File: src/rtl/tff_bank_ctrl_if.sv
// Bank-side bus between the sequencer and an external bank of T flip-flops.
// No latency of its own: it only groups wires. No backpressure; the bank follows t_en/tff_clr every cycle.
// Ports: q (bank Q feedback), t_en (per-bit toggle enable), tff_clr (synchronous bank clear).
interface tff_bank_if #(
  parameter int WIDTH = 4
);
  logic [WIDTH-1:0] q;
  logic [WIDTH-1:0] t_en;
  logic             tff_clr;

  // The controller drives enables and clear, and watches Q.
  modport master (
    input  q,
    output t_en,
    output tff_clr
  );

  // The flip-flop bank follows enables and clear, and returns Q.
  modport slave (
    input  t_en,
    input  tff_clr,
    output q
  );
endinterface

File: src/rtl/tff_bank_ctrl.sv
// Sequences a WIDTH-bit T flip-flop bank as an up/down counter that runs to a captured limit and flags feedback mismatches.
// Latency: start -> 1-cycle CLEAR -> one COUNT cycle per step -> 1-cycle DONE pulse. t_en is combinational from state and q.
// Backpressure: none; pause freezes counting and stop aborts the run. start is ignored while a run is in progress.
// Ports: clk, reset (async active-low); i_start/i_stop/i_pause/i_dir/i_limit run control;
//        bank (master: q in, t_en/tff_clr out); o_busy, o_done, o_fault, o_state status.
module tff_bank_ctrl #(
  parameter int WIDTH = 4
) (
  input  logic             clk,
  input  logic             reset,
  input  logic             i_start,
  input  logic             i_stop,
  input  logic             i_pause,
  input  logic             i_dir,
  input  logic [WIDTH-1:0] i_limit,
  tff_bank_if.master       bank,
  output logic             o_busy,
  output logic             o_done,
  output logic             o_fault,
  output logic [1:0]       o_state
);

  typedef enum logic [1:0] {
    S_IDLE  = 2'b00,
    S_CLEAR = 2'b01,
    S_COUNT = 2'b10,
    S_DONE  = 2'b11
  } state_t;

  localparam logic [WIDTH-1:0] L_ONE = WIDTH'(1);

  state_t           r_state;
  logic             r_dir;
  logic [WIDTH-1:0] r_limit;
  logic [WIDTH-1:0] r_exp;
  logic             r_fault;
  logic             r_done;
  logic             r_clr;

  state_t           w_nxt;
  logic             w_toggle;
  logic             w_mismatch;
  logic [WIDTH-1:0] w_step;
  logic             w_carry;

  // Ripple-carry pattern of a counter step: bit i toggles when every lower
  // bit is 1 (up) or 0 (down). Bit 0 always toggles.
  always_comb begin
    w_step  = '0;
    w_carry = 1'b1;
    for (int i = 0; i < WIDTH; i++) begin
      w_step[i] = w_carry;
      w_carry   = w_carry & (r_dir ? bank.q[i] : ~bank.q[i]);
    end
  end

  // Next state. Inside COUNT the order is stop, feedback check, limit, pause.
  always_comb begin
    w_nxt      = r_state;
    w_toggle   = 1'b0;
    w_mismatch = 1'b0;
    case (r_state)
      S_IDLE: begin
        if (i_start) w_nxt = S_CLEAR;
      end
      S_CLEAR: begin
        w_nxt = i_stop ? S_IDLE : S_COUNT;
      end
      S_COUNT: begin
        if (i_stop) begin
          w_nxt = S_IDLE;
        end else if (bank.q != r_exp) begin
          w_nxt      = S_DONE;
          w_mismatch = 1'b1;
        end else if (bank.q == r_limit) begin
          w_nxt = S_DONE;
        end else if (!i_pause) begin
          w_toggle = 1'b1;
        end
      end
      S_DONE: begin
        w_nxt = S_IDLE;
      end
      default: begin
        w_nxt = S_IDLE;
      end
    endcase
  end

  always_ff @(posedge clk or negedge reset) begin
    if (!reset) begin
      r_state <= S_IDLE;
      r_dir   <= 1'b0;
      r_limit <= '0;
      r_exp   <= '0;
      r_fault <= 1'b0;
      r_done  <= 1'b0;
      r_clr   <= 1'b0;
    end else begin
      r_state <= w_nxt;
      // Flags are registered against the state being entered so they line up
      // with the CLEAR and DONE cycles themselves.
      r_clr   <= (w_nxt == S_CLEAR);
      r_done  <= (w_nxt == S_DONE);
      if (r_state == S_IDLE && i_start) begin
        r_dir   <= i_dir;
        r_limit <= i_limit;
        r_fault <= 1'b0;
      end else if (w_mismatch) begin
        r_fault <= 1'b1;
      end
      // The bank is cleared on the edge that leaves CLEAR, so the model of Q
      // restarts at zero on that same edge.
      if (r_state == S_CLEAR) begin
        r_exp <= '0;
      end else if (w_toggle) begin
        r_exp <= r_dir ? (bank.q + L_ONE) : (bank.q - L_ONE);
      end
    end
  end

  assign bank.t_en    = w_toggle ? w_step : '0;
  assign bank.tff_clr = r_clr;
  assign o_busy       = (r_state == S_CLEAR) || (r_state == S_COUNT);
  assign o_done       = r_done;
  assign o_fault      = r_fault;
  assign o_state      = r_state;

endmodule
File: src/flat_wrapper.sv
// flat-port wrapper written by rule: the top's interface ports become plain ports
module tff_bank_ctrl_flat 
#(
  parameter int WIDTH = 4
)
  (clk, reset, i_start, i_stop, i_pause, i_dir, i_limit, o_busy, o_done, o_fault, o_state, bank_q, bank_t_en, bank_tff_clr);
  tff_bank_if #(.WIDTH(WIDTH)) bank_i ();
  input  logic clk;
  input  logic reset;
  input  logic i_start;
  input  logic i_stop;
  input  logic i_pause;
  input  logic i_dir;
  input  logic [WIDTH-1:0] i_limit;
  output logic o_busy;
  output logic o_done;
  output logic o_fault;
  output logic [1:0] o_state;
  input wire logic [$bits(bank_i.q)-1:0] bank_q;
  output wire logic [$bits(bank_i.t_en)-1:0] bank_t_en;
  output wire logic [$bits(bank_i.tff_clr)-1:0] bank_tff_clr;
  assign bank_i.q = bank_q;
  assign bank_t_en = bank_i.t_en;
  assign bank_tff_clr = bank_i.tff_clr;
  tff_bank_ctrl #(.WIDTH(WIDTH)) u_core (.clk(clk), .reset(reset), .i_start(i_start), .i_stop(i_stop), .i_pause(i_pause), .i_dir(i_dir), .i_limit(i_limit), .bank(bank_i), .o_busy(o_busy), .o_done(o_done), .o_fault(o_fault), .o_state(o_state));
endmodule
File: config.mk
export PLATFORM = sky130hd
export DESIGN_NAME = tff_bank_ctrl_flat
export DESIGN_NICKNAME = d
export VERILOG_FILES = /design/src/rtl/tff_bank_ctrl_if.sv /design/src/rtl/tff_bank_ctrl.sv /design/src/flat_wrapper.sv
export SDC_FILE = /design/constraint.sdc
export NUM_CORES = 1
export LEC_CHECK = 0
export CORE_MARGIN = 5
export CORE_UTILIZATION = 45
export DETAILED_ROUTE_END_ITERATION = 10
export HOLD_SLACK_MARGIN = 0.06
export PLACE_DENSITY = 0.76
export SLEW_MARGIN = 10
export SYNTH_ARGS = -nofsm -noshare
export SYNTH_HDL_FRONTEND = slang
export SYNTH_SLANG_ARGS = --single-unit
File: constraint.sdc
create_clock -name clk -period 2.5 [get_ports clk]
set_input_delay 0.5 -clock clk [delete_from_list [all_inputs] [get_ports clk]]
set_output_delay 0.5 -clock clk [all_outputs]
set_load 0.05 [all_outputs]
# After elaboration in Yosys (flattened, before gate mapping)
# Cells that the tools add are included.
classes:
  div_mod_pow: 0
  n_mul: 0
  magnitude_cmp: 0
  bitwise: 5
  shifts: 0
  n_addsub: 2
  mux: 23
  n_eq_ne: 7
  n_reduce_logical: 5
ops:
  columns: ["operator", "n"]
  rows:
  - ["$mux 4", 4]
  - ["$mux 1", 13]
  - ["$mux 2", 5]
  - ["$pmux 2 s4", 1]
  - ["$eq 2x2->1 const B", 3]
  - ["$add 4x1->4 const B", 1]
  - ["$eq 2x1->1 const B", 2]
  - ["$eq 4x4->1", 1]
  - ["$ne 4x4->1", 1]
  - ["$reduce_bool 2->1", 2]
  - ["$sub 4x1->4 const B", 1]
  - ["$not 1->1", 3]
  - ["$and 1x1->1", 2]
  - ["$logic_not 2->1", 1]
  - ["$logic_and 1x1->1", 1]
  - ["$logic_or 1x1->1", 1]
totals:
  memories: 0
  ramBits: 0
  in_bits: 14
  latchBits: 0
  ff_bits: 14
  word_cells: 49
  rom_bits: 0

# Longest topological paths before layout
depth:
  depth_word: 7
  depth_mapped: 6
  depth_no_buf: 6

# Least setup slack after synthesis
# OpenSTA, ideal clock, no wires.
synth_timing:
  path_type: "flip-flop to output port"
  start: "reg u_core.r_state[0], in the netlist u_core.o_state[0]"
  end: "out bank_t_en[3]"
  arrival_time_ps: 2095
  stages_incl_launch_ff: 7
  required_time_ps: 2000
  path_slack_ps: -95
  cell_sequence: "dfrtp_1 inv_1 ha_1 nor2b_1 nand2b_1 nor3_4 and4_1"
synth_via:
  elab_chain_cells: 3
synth_rtl:
  columns: ["item", "line_no", "text"]
  rows:
  - ["start, declared", "tff_bank_ctrl.sv:32", "state_t r_state;"]
  - ["start signal, assigned", "tff_bank_ctrl.sv:100", "r_state <= w_nxt;"]
  - ["$eq 2x2->1", "tff_bank_ctrl.sv:62", "case (r_state)"]
  - ["$mux 1", "tff_bank_ctrl.sv:62", null]
  - ["net u_core.w_toggle", "tff_bank_ctrl.sv:41", "logic w_toggle;"]
  - ["$mux 4", "tff_bank_ctrl.sv:122", "assign bank.t_en = w_toggle ? w_step : '0;"]
  - ["end, declared", "flat_wrapper.sv:20", "output wire logic [$bits(bank_i.t_en)-1:0] bank_t_en;"]
# The timed path passes the listed nets, and every way through them passes these cells.

# Worst setup path after layout
layout_timing:
  start: "reg u_core.r_state[0], in the netlist u_core.o_state[0]"
  end: "out bank_t_en[3]"
layout_via:
  elab_chain_cells: 3
layout_rtl:
  columns: ["item", "line_no"]
  rows:
  - ["$eq 2x2->1", "tff_bank_ctrl.sv:62"]
  - ["$mux 1", "tff_bank_ctrl.sv:62"]
  - ["$mux 4", "tff_bank_ctrl.sv:122"]
# Every way passes these cells.

==> qor.csv <==
metric,value,unit
outcome,"complete, no violations",
fillers,158,
Avg Vias per Cell,5.56,
clock buffer count from CTS,3,
areal power density over the cells,912,nW/um2
Die W,56.6,um
vias in the first global route,838,
cell type with the largest total area after synthesis,dfrtp_1,
Mapped Avg Cell Area,10.8,um2
Hold Crit Class,flop to flop,
Tcrit/Tclk final,95.2,%
share of layout cells above drive strength 1,31.1,%
# IOs,24,
DRT antenna net count,0,
Buffers on Ports,23,
antenna violations before repair,0,
drt drc,0,
Critical Path RT,2.00,ns
wire length per cell,15.4,um
H-tree levels,1,
GPL Wtd Cong,0.853,
dominant cells by area after synthesis,"dfrtp_1 36%, xnor2_1 9.0%, ha_1 7.7%, mux2_2 5.8%, a21oi_1 4.1%",
Lkg Pwr,0.588,nW
Clock Skew,0.00500,ns
row cnt,16,
"Cell Area, Synth",976,um2
largest net degree at the start of global routing,15,
GRT Resource Usage Total,15.2,%
Die Height,56.6,um
wire length of the first global-routing pass,3820,um
clk slew on worst S/H paths,0.08,ns
"Data arrival, critical path",1.88,ns
grt ovf,0,
DR vias,829,
post-layout min period,2.38,ns
DRT Pass-1 Iters,4,
CTS tree,yes,
cell at the root of the clock tree,clkbuf_4,
sequential cell area,352,um2
TNS Setup,0,ns
met1 usage,18.0,%
met2 usage,25.4,%
worst vdd ir,0.732,mV
HPWL Detailed,1790,um
max frequency,420,MHz
slew at the pin with the worst max-slew slack,0.647,ns
Final Hold Fails,0,
RSZ-0062 raised after global routing,no,
fin. max-slew vios,0,
CP endpoint kind,primary output,
crit-path max FO,6,
distinct cell type count after synthesis,35,
crit path kind,flop to primary output,
top-area cell type share of the netlist area,35.9,%
multi-input logic area,613,um2
crit path launch type,flop,
max cap viols,0,
asr flop ratio synth,100,%
Clock Sinks,14,
synth-to-layout area growth,41.0,%
# hold bufs at CTS,0,
Cells after Synth,90,
Worst-Skew Late Latency,0.28,ns
most used routing layer,met2,
Util after Layout,68.1,%
worst setup margin,0.120,ns
GRT met3 Usage,5.50,%
Clock Path Buffers,2,
Core Box Area,2020,um2
pre-CTS WS,-0.130,ns
Antenna Cells,0,
Max transition margin,56.7,%
Post-synth EDFFs,0,
register area share after synthesis,35.9,%
layout net count,145,
Synth Flop Type,dfrtp_1,
Initial Util,48.3,%
synthesized flop and latch total,14,
die area,3200,um2
endpoints failing setup,0,
DR iter-0 viols,31,
Synth Warn #,0,
Syn Nets,111,
"wirelength, routed",2300,um
==> layer usage <==
metal	up-vias	share of wire (%)
met1	404	41
li1	388	-
met5	-	0
met2	28	52
met4	0	2.0
met3	9	5.3
==> cells in the final DEF, fill, tap and decap left out, drive strengths merged, types with 2 or more instances in the layout <==
master,Yosys,final
nor2b,2,2
xnor2,12,12
o31ai,3,3
buf,2,13
clkbuf,1,3
dfrtp,14,14
clkdlybuf4s50,0,15
dlygate4sd2,0,4
a21oi,8,8
inv,6,6
nand2b,3,3
ha,6,6
nor2,5,5
and4,3,3
mux2,6,6
nand4,4,4
==> cell usage after synthesis (2+ instances only) <==
master,instances
nor2_1,5
xnor2_2,2
xnor2_1,10
nor2b_1,2
a21oi_1,8
nand2b_1,3
dfrtp_1,14
o31ai_1,3
mux2_2,5
inv_1,6
nand4_1,3
ha_1,6
==> layout make-up <==
type	count	share of cell area [%]
inverters	6	1.64
repair buffers	32	24.2
clock buffers	3	1.64
multi-input cells	67	44.5
flip-flops and latches	14	25.5
well taps	27	2.45
==> cells by family after synthesis <==
kind of cell    Yosys count  synth area share, %
simple gates             22                 16.7
compound gates           20                 13.5
flops                    14                 35.9
xor+xnor                 12                 12.3
buf+inv                   9                 4.62
fa+ha+maj                 7                 9.74
mux                       6                 7.31
==> registers in the layout (all words and copies together) (netlist names) <==
register,flops
u_core.r_dir,1
u_core.r_limit,4
u_core.r_exp,4
u_core.o_done,1
u_core.o_state,2
u_core.o_fault,1
u_core.bank.tff_clr,1
==> where the power goes <==
group	internal [mW]	switching [mW]
registers	0.303	0.0678
clock network	0.0560	0.0722
logic	0.323	0.433
==> path summary, 6_finish.rpt <==
| path | startpoint | endpoint | slack (ns) | cells after the start |
|---|---|---|---|---|
| max | u_core.o_state[0]$_DFF_PN0_ | bank_t_en[3] | 0.12 | 7 |
| min | u_core.r_limit[3]$_DFFE_PN0P_ | u_core.r_limit[3]$_DFFE_PN0P_ | 0.53 | 1 |
| max reg2reg | u_core.o_state[0]$_DFF_PN0_ | u_core.r_exp[1]$_DFFE_PN0P_ | 0.70 | 7 |
| min reg2reg | u_core.r_limit[3]$_DFFE_PN0P_ | u_core.r_limit[3]$_DFFE_PN0P_ | 0.53 | 1 |
| max in group asynchronous | reset | u_core.o_state[0]$_DFF_PN0_ | 1.44 | 1 |
| min in group asynchronous | reset | u_core.o_state[0]$_DFF_PN0_ | 0.61 | 1 |
==> through the flow <==
stage                     hold WS (ns)  instance area (um2)  cells  power [mW]
after floorplan                  0.204                  978     90       0.898
after global placement           0.518                 1310    144        1.09
after detailed placement         0.516                 1310    144        1.11
after CTS                        0.535                 1350    148        1.24
after global routing             0.567                 1380    149        1.33
final                            0.532                 1380    149        1.26
==> critical path, cell delays in order (launching register included) <==
cell      delay [ns]
dfrtp_2         0.45
inv_2           0.09
ha_1            0.17
nor2b_4         0.19
nand2b_4        0.08
nor3_4          0.22
and4_4          0.26
buf_12          0.13
==> what timing repair did <==
action,in CTS,in global routing
pin swaps,4,2
endpoints found under the setup margin,4,3
gates resized for setup,6,5
setup buffers,1,1
Power figures use the tool's default switching activity.
